--- config.mk ---
export PLATFORM = sky130hd
export DESIGN_NAME = uart_dbus_bridge
export DESIGN_NICKNAME = d
export VERILOG_FILES = /design/src/rtl/uart_dbus_bridge_pkg.sv /design/src/rtl/uart_dbus_bridge.sv
export SDC_FILE = /design/constraint.sdc
export NUM_CORES = 1
export LEC_CHECK = 0
export CAP_MARGIN = 0
export CORE_AREA = 5 5 137 106
export CTS_CLUSTER_DIAMETER = 200
export DETAILED_ROUTE_END_ITERATION = 16
export DIE_AREA = 0 0 142 111
export GPL_ROUTABILITY_DRIVEN = 0
export GPL_TIMING_DRIVEN = 0
export PLACE_DENSITY = 0.8
export RECOVER_POWER = 25
export SYNTH_ARGS = -nofsm -noshare
export SYNTH_HDL_FRONTEND = slang
export SYNTH_SLANG_ARGS = --single-unit
--- constraint.sdc ---
create_clock -name clk -period 2.2 [get_ports clk]
set_input_delay 0.33 -clock clk [delete_from_list [all_inputs] [get_ports clk]]
set_output_delay 0.33 -clock clk [all_outputs]
set_load 0.05 [all_outputs]
--- src/rtl/uart_dbus_bridge_pkg.sv ---
// Shared UART bridge / dbus definitions: command and response codes, FSM
// encoding and the initiator/responder bus structs.
package uart_dbus_bridge_pkg;

  localparam logic [7:0] UART_BR_CMD_WR = 8'h57;
  localparam logic [7:0] UART_BR_CMD_RD = 8'h52;
  localparam logic [7:0] UART_BR_ACK    = 8'h06;
  localparam logic [7:0] UART_BR_NAK    = 8'h15;

  typedef enum logic [2:0] {
    BR_IDLE  = 3'd0,
    BR_ADDR  = 3'd1,
    BR_WDATA = 3'd2,
    BR_BUS   = 3'd3,
    BR_RESP  = 3'd4,
    BR_TXGAP = 3'd5
  } type_uart_br_state_e;

  typedef struct packed {
    logic [31:0] addr;
    logic [31:0] w_data;
    logic [3:0]  w_strb;
    logic        w_en;
    logic        req;
  } type_dbus2peri_s;

  typedef struct packed {
    logic [31:0] r_data;
    logic        ack;
  } type_peri2dbus_s;

endpackage

--- src/rtl/uart_dbus_bridge.sv ---
// UART byte-stream to dbus single-word initiator: parses W/R frames, runs one
// bus access with timeout, and serialises the ACK/NAK (+ read data) reply.
module uart_dbus_bridge
  import uart_dbus_bridge_pkg::*;
#(
  parameter int TIMEOUT_CYC = 1024,
  parameter int RX_IDLE_CYC = 65536
) (
  input  logic            clk,
  input  logic            rst_n,
  input  logic [7:0]      rx_byte_i,
  input  logic            rx_valid_i,
  output logic [7:0]      tx_byte_o,
  output logic            tx_valid_o,
  input  logic            tx_ready_i,
  output type_dbus2peri_s bridge2dbus_o,
  input  type_peri2dbus_s dbus2bridge_i
);

  localparam int TW = $clog2(TIMEOUT_CYC + 1);
  localparam int IW = $clog2(RX_IDLE_CYC + 1);
  localparam logic [TW-1:0] TMO_LAST  = TW'(TIMEOUT_CYC - 1);
  localparam logic [IW-1:0] IDLE_LAST = IW'(RX_IDLE_CYC - 1);

  type_uart_br_state_e state_q, state_d;
  logic [1:0]    cnt_q, cnt_d;
  logic          wr_q, wr_d;
  logic [31:0]   addr_q, addr_d;
  logic [31:0]   wdata_q, wdata_d;
  logic          req_q, req_d;
  logic          wen_q, wen_d;
  logic [TW-1:0] tmo_q, tmo_d;
  logic [IW-1:0] idle_q, idle_d;
  logic [39:0]   resp_q, resp_d;
  logic [2:0]    left_q, left_d;
  logic          txv_q, txv_d;
  logic [7:0]    txb_q, txb_d;
  logic          cmd_open;

  // The last TXGAP cycle is treated as IDLE for command bytes, so a frame
  // that starts right as the reply finishes is not lost.
  assign cmd_open = (state_q == BR_IDLE) || (state_q == BR_TXGAP && left_q == 3'd0);

  always_comb begin
    state_d = state_q;
    cnt_d   = cnt_q;
    wr_d    = wr_q;
    addr_d  = addr_q;
    wdata_d = wdata_q;
    req_d   = req_q;
    wen_d   = wen_q;
    tmo_d   = tmo_q;
    idle_d  = idle_q;
    resp_d  = resp_q;
    left_d  = left_q;
    txv_d   = 1'b0;
    txb_d   = txb_q;
    case (state_q)
      BR_ADDR, BR_WDATA: begin
        if (rx_valid_i) begin
          idle_d = '0;
          cnt_d  = cnt_q + 2'd1;
          if (state_q == BR_ADDR) addr_d  = {rx_byte_i, addr_q[31:8]};
          else                    wdata_d = {rx_byte_i, wdata_q[31:8]};
          if (cnt_q == 2'd3) begin
            if (state_q == BR_ADDR && wr_q) begin
              state_d = BR_WDATA;
            end else begin
              state_d = BR_BUS;
              req_d   = 1'b1;
              wen_d   = wr_q;
              tmo_d   = '0;
            end
          end
        end else if (idle_q == IDLE_LAST) begin
          state_d = BR_IDLE;
        end else begin
          idle_d = idle_q + 1'b1;
        end
      end
      BR_BUS: begin
        // ack is checked first so it wins over a coincident timeout
        if (dbus2bridge_i.ack) begin
          state_d = BR_RESP;
          req_d   = 1'b0;
          wen_d   = 1'b0;
          resp_d  = {dbus2bridge_i.r_data, UART_BR_ACK};
          left_d  = wr_q ? 3'd1 : 3'd5;
        end else if (tmo_q == TMO_LAST) begin
          state_d = BR_RESP;
          req_d   = 1'b0;
          wen_d   = 1'b0;
          resp_d  = {32'h0, UART_BR_NAK};
          left_d  = 3'd1;
        end else begin
          tmo_d = tmo_q + 1'b1;
        end
      end
      BR_RESP: begin
        if (tx_ready_i) begin
          state_d = BR_TXGAP;
          txv_d   = 1'b1;
          txb_d   = resp_q[7:0];
          resp_d  = {8'h00, resp_q[39:8]};
          left_d  = left_q - 3'd1;
        end
      end
      BR_TXGAP: state_d = (left_q != 3'd0) ? BR_RESP : BR_IDLE;
      default: ;
    endcase
    if (cmd_open && rx_valid_i) begin
      case (rx_byte_i)
        UART_BR_CMD_WR, UART_BR_CMD_RD: begin
          state_d = BR_ADDR;
          wr_d    = (rx_byte_i == UART_BR_CMD_WR);
          cnt_d   = 2'd0;
          idle_d  = '0;
        end
        default: begin
          state_d = BR_RESP;
          resp_d  = {32'h0, UART_BR_NAK};
          left_d  = 3'd1;
        end
      endcase
    end
  end

  always_ff @(posedge clk or negedge rst_n) begin
    if (!rst_n) begin
      state_q <= BR_IDLE;
      cnt_q   <= '0;
      wr_q    <= 1'b0;
      addr_q  <= '0;
      wdata_q <= '0;
      req_q   <= 1'b0;
      wen_q   <= 1'b0;
      tmo_q   <= '0;
      idle_q  <= '0;
      resp_q  <= '0;
      left_q  <= '0;
      txv_q   <= 1'b0;
      txb_q   <= '0;
    end else begin
      state_q <= state_d;
      cnt_q   <= cnt_d;
      wr_q    <= wr_d;
      addr_q  <= addr_d;
      wdata_q <= wdata_d;
      req_q   <= req_d;
      wen_q   <= wen_d;
      tmo_q   <= tmo_d;
      idle_q  <= idle_d;
      resp_q  <= resp_d;
      left_q  <= left_d;
      txv_q   <= txv_d;
      txb_q   <= txb_d;
    end
  end

  always_comb begin
    bridge2dbus_o        = '0;
    bridge2dbus_o.addr   = {addr_q[31:2], 2'b00};
    bridge2dbus_o.w_data = wdata_q;
    bridge2dbus_o.w_en   = wen_q;
    bridge2dbus_o.req    = req_q;
  end

  assign tx_valid_o = txv_q;
  assign tx_byte_o  = txb_q;

endmodule

==> results.cfg <==
[die]
die_h_um = 111
core_area_um2 = 12900
io_pins = 124
dieArea_um2 = 15800
num_rows = 36
start_util_pct = 52.5
die_w_um = 142

[pwr]
power_density_nw_per_um2 = 1590
p_seq_share_pct = 32.2
ir_drop_uv = 1080
switchingPower_mw = 6.21
power.internal_mw = 7.87
total_power_mw = 14.1
pwr-share-clk_pct = 20.7
swShare_pct = 44.1
leakagePower_nw = 3.87
comb_power_share_pct = 47.1

[finish]
final_common_cell = dfrtp_1
layout.nets = 791
drive_gt1_share_pct = 20.3
area_growth_pct = 31.1
antenna_cells = 0
final_cell_mix = 150 x dfrtp_1, 116 x clkdlybuf4s50_1, 61 x mux2_2, 58 x nor2_1, 52 x nand2_1
finalInstanceArea_um2 = 8870
utilization_pct = 68.8

[cts]
clock-sinks = 150
cts_max_level = 4
cts.reportedPaths.clkPinSlew_ns = 0.06
clk_path_buf_depth = 2
cts_made_buffers = 17
cts_tree = yes
cts-root-buf = clkbuf_16
clk_latency_ns = 0.43

[sta]
finalSetupTns_ns = 0
rsz0062_at_grt = yes
fin_worst_skew_ns = 0.0102
fmax_mhz = 464
setup_viol = 0
finalMaxSlewViolations = 0
finalHoldViolCount = 0
period_needed_ns = 2.15
tightest_slew_ns = 0.797
whs_ns = 0.445
slew-limit-headroom_pct = 46.4
period_share_pct = 97.9

[logic_synthesis]
ys_seq_area_share_pct = 55.5
yosysTopAreaCellShare_pct = 55.5
yosysWarnings = 0
synthCells = 594
synth_top_family_by_area = simple AND/OR/NAND/NOR gates
muxShareOfSynthArea_pct = 10.7
synth_edf_count = 0
yosys.area.top_type = dfrtp_1
yosys.area_share.simple_pct = 14.2
synth.area.top_cells = dfrtp_1 56%, mux2_2 10%, a222oi_1 3.6%, nor2_1 3.3%, nand2_1 2.9%
synth_xor_area_share_pct = 1.42
async_flop_share_pct = 100
avgSynthCellArea_um2 = 11.4
synth_top_flop_cell = dfrtp_1
synthAdderAreaFrac_pct = 0.925
ys_seq_elements = 150
synth_cell_types = 65
synthesis.area_um2 = 6760
synth_compound_area_share_pct = 12.8

[placed_design]
post-dp-hpwl_um = 12400
port_buffers = 117
place_area_um2 = 8200

[worst_setup_path]
required_ns = 2.49
path_cells = nand4_2 > nor4_2 > nor2_1 > xnor2_1 > nor2_1
worstRegToRegCells = 5
cp_max_fo = 7
cp_num_buf_inv = 0
endpoint_kind = flop
slowest_stage = nor4_2
critPathTopFamily = simple AND/OR/NAND/NOR gates
crit_path_frequent_cell = nor2_1
r2r_setup_slack_ns = 0.05
cp-start-kind = flop
worstPathArrival_ns = 2.45
crit_type = reg2reg
cpPeakStageDelay_ns = 0.77
r2r_end = idle_q[0]
reg2reg_from = idle_q[10]

[run]
max-cap-violations = 0

[drt]
dr.pass1.iters = 7
vias = 5506
wl_um = 18100
drtIter0Drc = 593
ant_nets = 0
drc = 0
vias_per_cell = 5.95
route.detailed.wl_per_inst_um = 19.6

[worst_hold_path]
hp-class = in2async

[global_routing]
grt_pass1_wl_um = 29000
antenna_found_initial = 0
grt_max_degree = 87
grt_usage_pct = 22.8
grt_pass1_vias = 5549
overflow = 0

[run_status]
status = finished clean
[cell type report]
| class | count | area (um2) |
|---|---|---|
| timing repair buffer | 123 | 1220 |
| sequential | 150 | 3750 |
| multi-input combinational | 394 | 2770 |
| buffer | 43 | 268 |
| inverter | 12 | 52.6 |
| clock buffer | 19 | 453 |
| fill | 924 | 4010 |
| clock inverter | 13 | 134 |
| tap | 171 | 214 |
[how the worst max path moves through the flow]
stage / from / to / slack (ns) / cells after the start
floorplan: state_q[2] / state_q[2] / 0.31 / 6
global placement: rst_n / addr_q[11] / -5.00 / 1
detailed placement: rx_byte_i[4] / resp_q[2] / -0.43 / 8
CTS: rx_valid_i / wdata_q[22] / 0.02 / 6
global route: idle_q[0] / idle_q[10] / -0.02 / 6
finish: idle_q[10] / idle_q[0] / 0.05 / 5
[registers in the layout (all words and copies together), names as in the netlist]
signal / count
state_q: 3
wdata_q: 32
idle_q: 17
tmo_q: 11
tx_valid_o: 1
cnt_q: 2
req_q: 1
addr_q: 30
tx_byte_o: 8
left_q: 3
wen_q: 1
resp_q: 40
wr_q: 1
[cell usage after synthesis (7+ instances only)]
| master | instances |
|---|---|
| dfrtp_1 | 150 |
| mux2_2 | 61 |
| nor2_1 | 60 |
| nand2_1 | 52 |
| a21oi_1 | 26 |
| a222oi_1 | 24 |
| buf_2 | 20 |
| nand3_1 | 18 |
| o21ai_0 | 12 |
| a22oi_1 | 11 |
| buf_4 | 10 |
| inv_1 | 10 |
| clkbuf_1 | 9 |
| nor3_1 | 8 |
| o31ai_1 | 8 |
| or4_1 | 8 |
| xnor2_1 | 7 |
[cell families (layout without fill, tap and decap cells)]
logic type	after synthesis	after routing
simple gates	191	191
other cells	1	6
xor+xnor	11	11
flops	150	150
mux	64	64
compound gates	117	117
buf+inv	55	210
fa+ha+maj	5	5
[per-stage QoR]
| step | instances | setup WS (ns) |
|---|---|---|
| after floorplan | 599 | 0.312 |
| after global placement | 887 | -5.00 |
| after detailed placement | 888 | -0.435 |
| after CTS | 921 | 0.0248 |
| after global routing | 925 | -0.0231 |
| final | 925 | 0.0459 |
[layer usage]
metal	track usage [%]	share of wire, %	vias up
met5	0	0	-
met4	6.71	1.4	0
met3	5.30	8.2	32
met2	36.8	49	265
met1	30.9	42	2741
li1	-	-	2468
[power groups by stage]
stage	combinational [mW]	clock, mW	sequential (mW)
after global placement	6.28	0	4.48
after global routing	6.96	3.06	4.65
after CTS	6.52	2.93	4.52
after detailed placement	6.47	0	4.54
final	6.62	2.91	4.54
after floorplan	2.46	0	6.32
[worst register-to-register path, delay by kind of cell, from the launching register on]
kind             cells  cell delay [ns]
flip-flops           1             0.47
XOR/XNOR             1             0.23
AND/OR/NAND/NOR      4             1.33
[timing repair]
action,in CTS,in global routing
hold buffers,1,0
gates cloned,0,1
pin swaps,0,4
setup endpoints to repair,3,83
buffers inserted,0,3
gates resized for setup,3,17
hold endpoints to repair,64,0
Power figures use the tool's default switching activity.
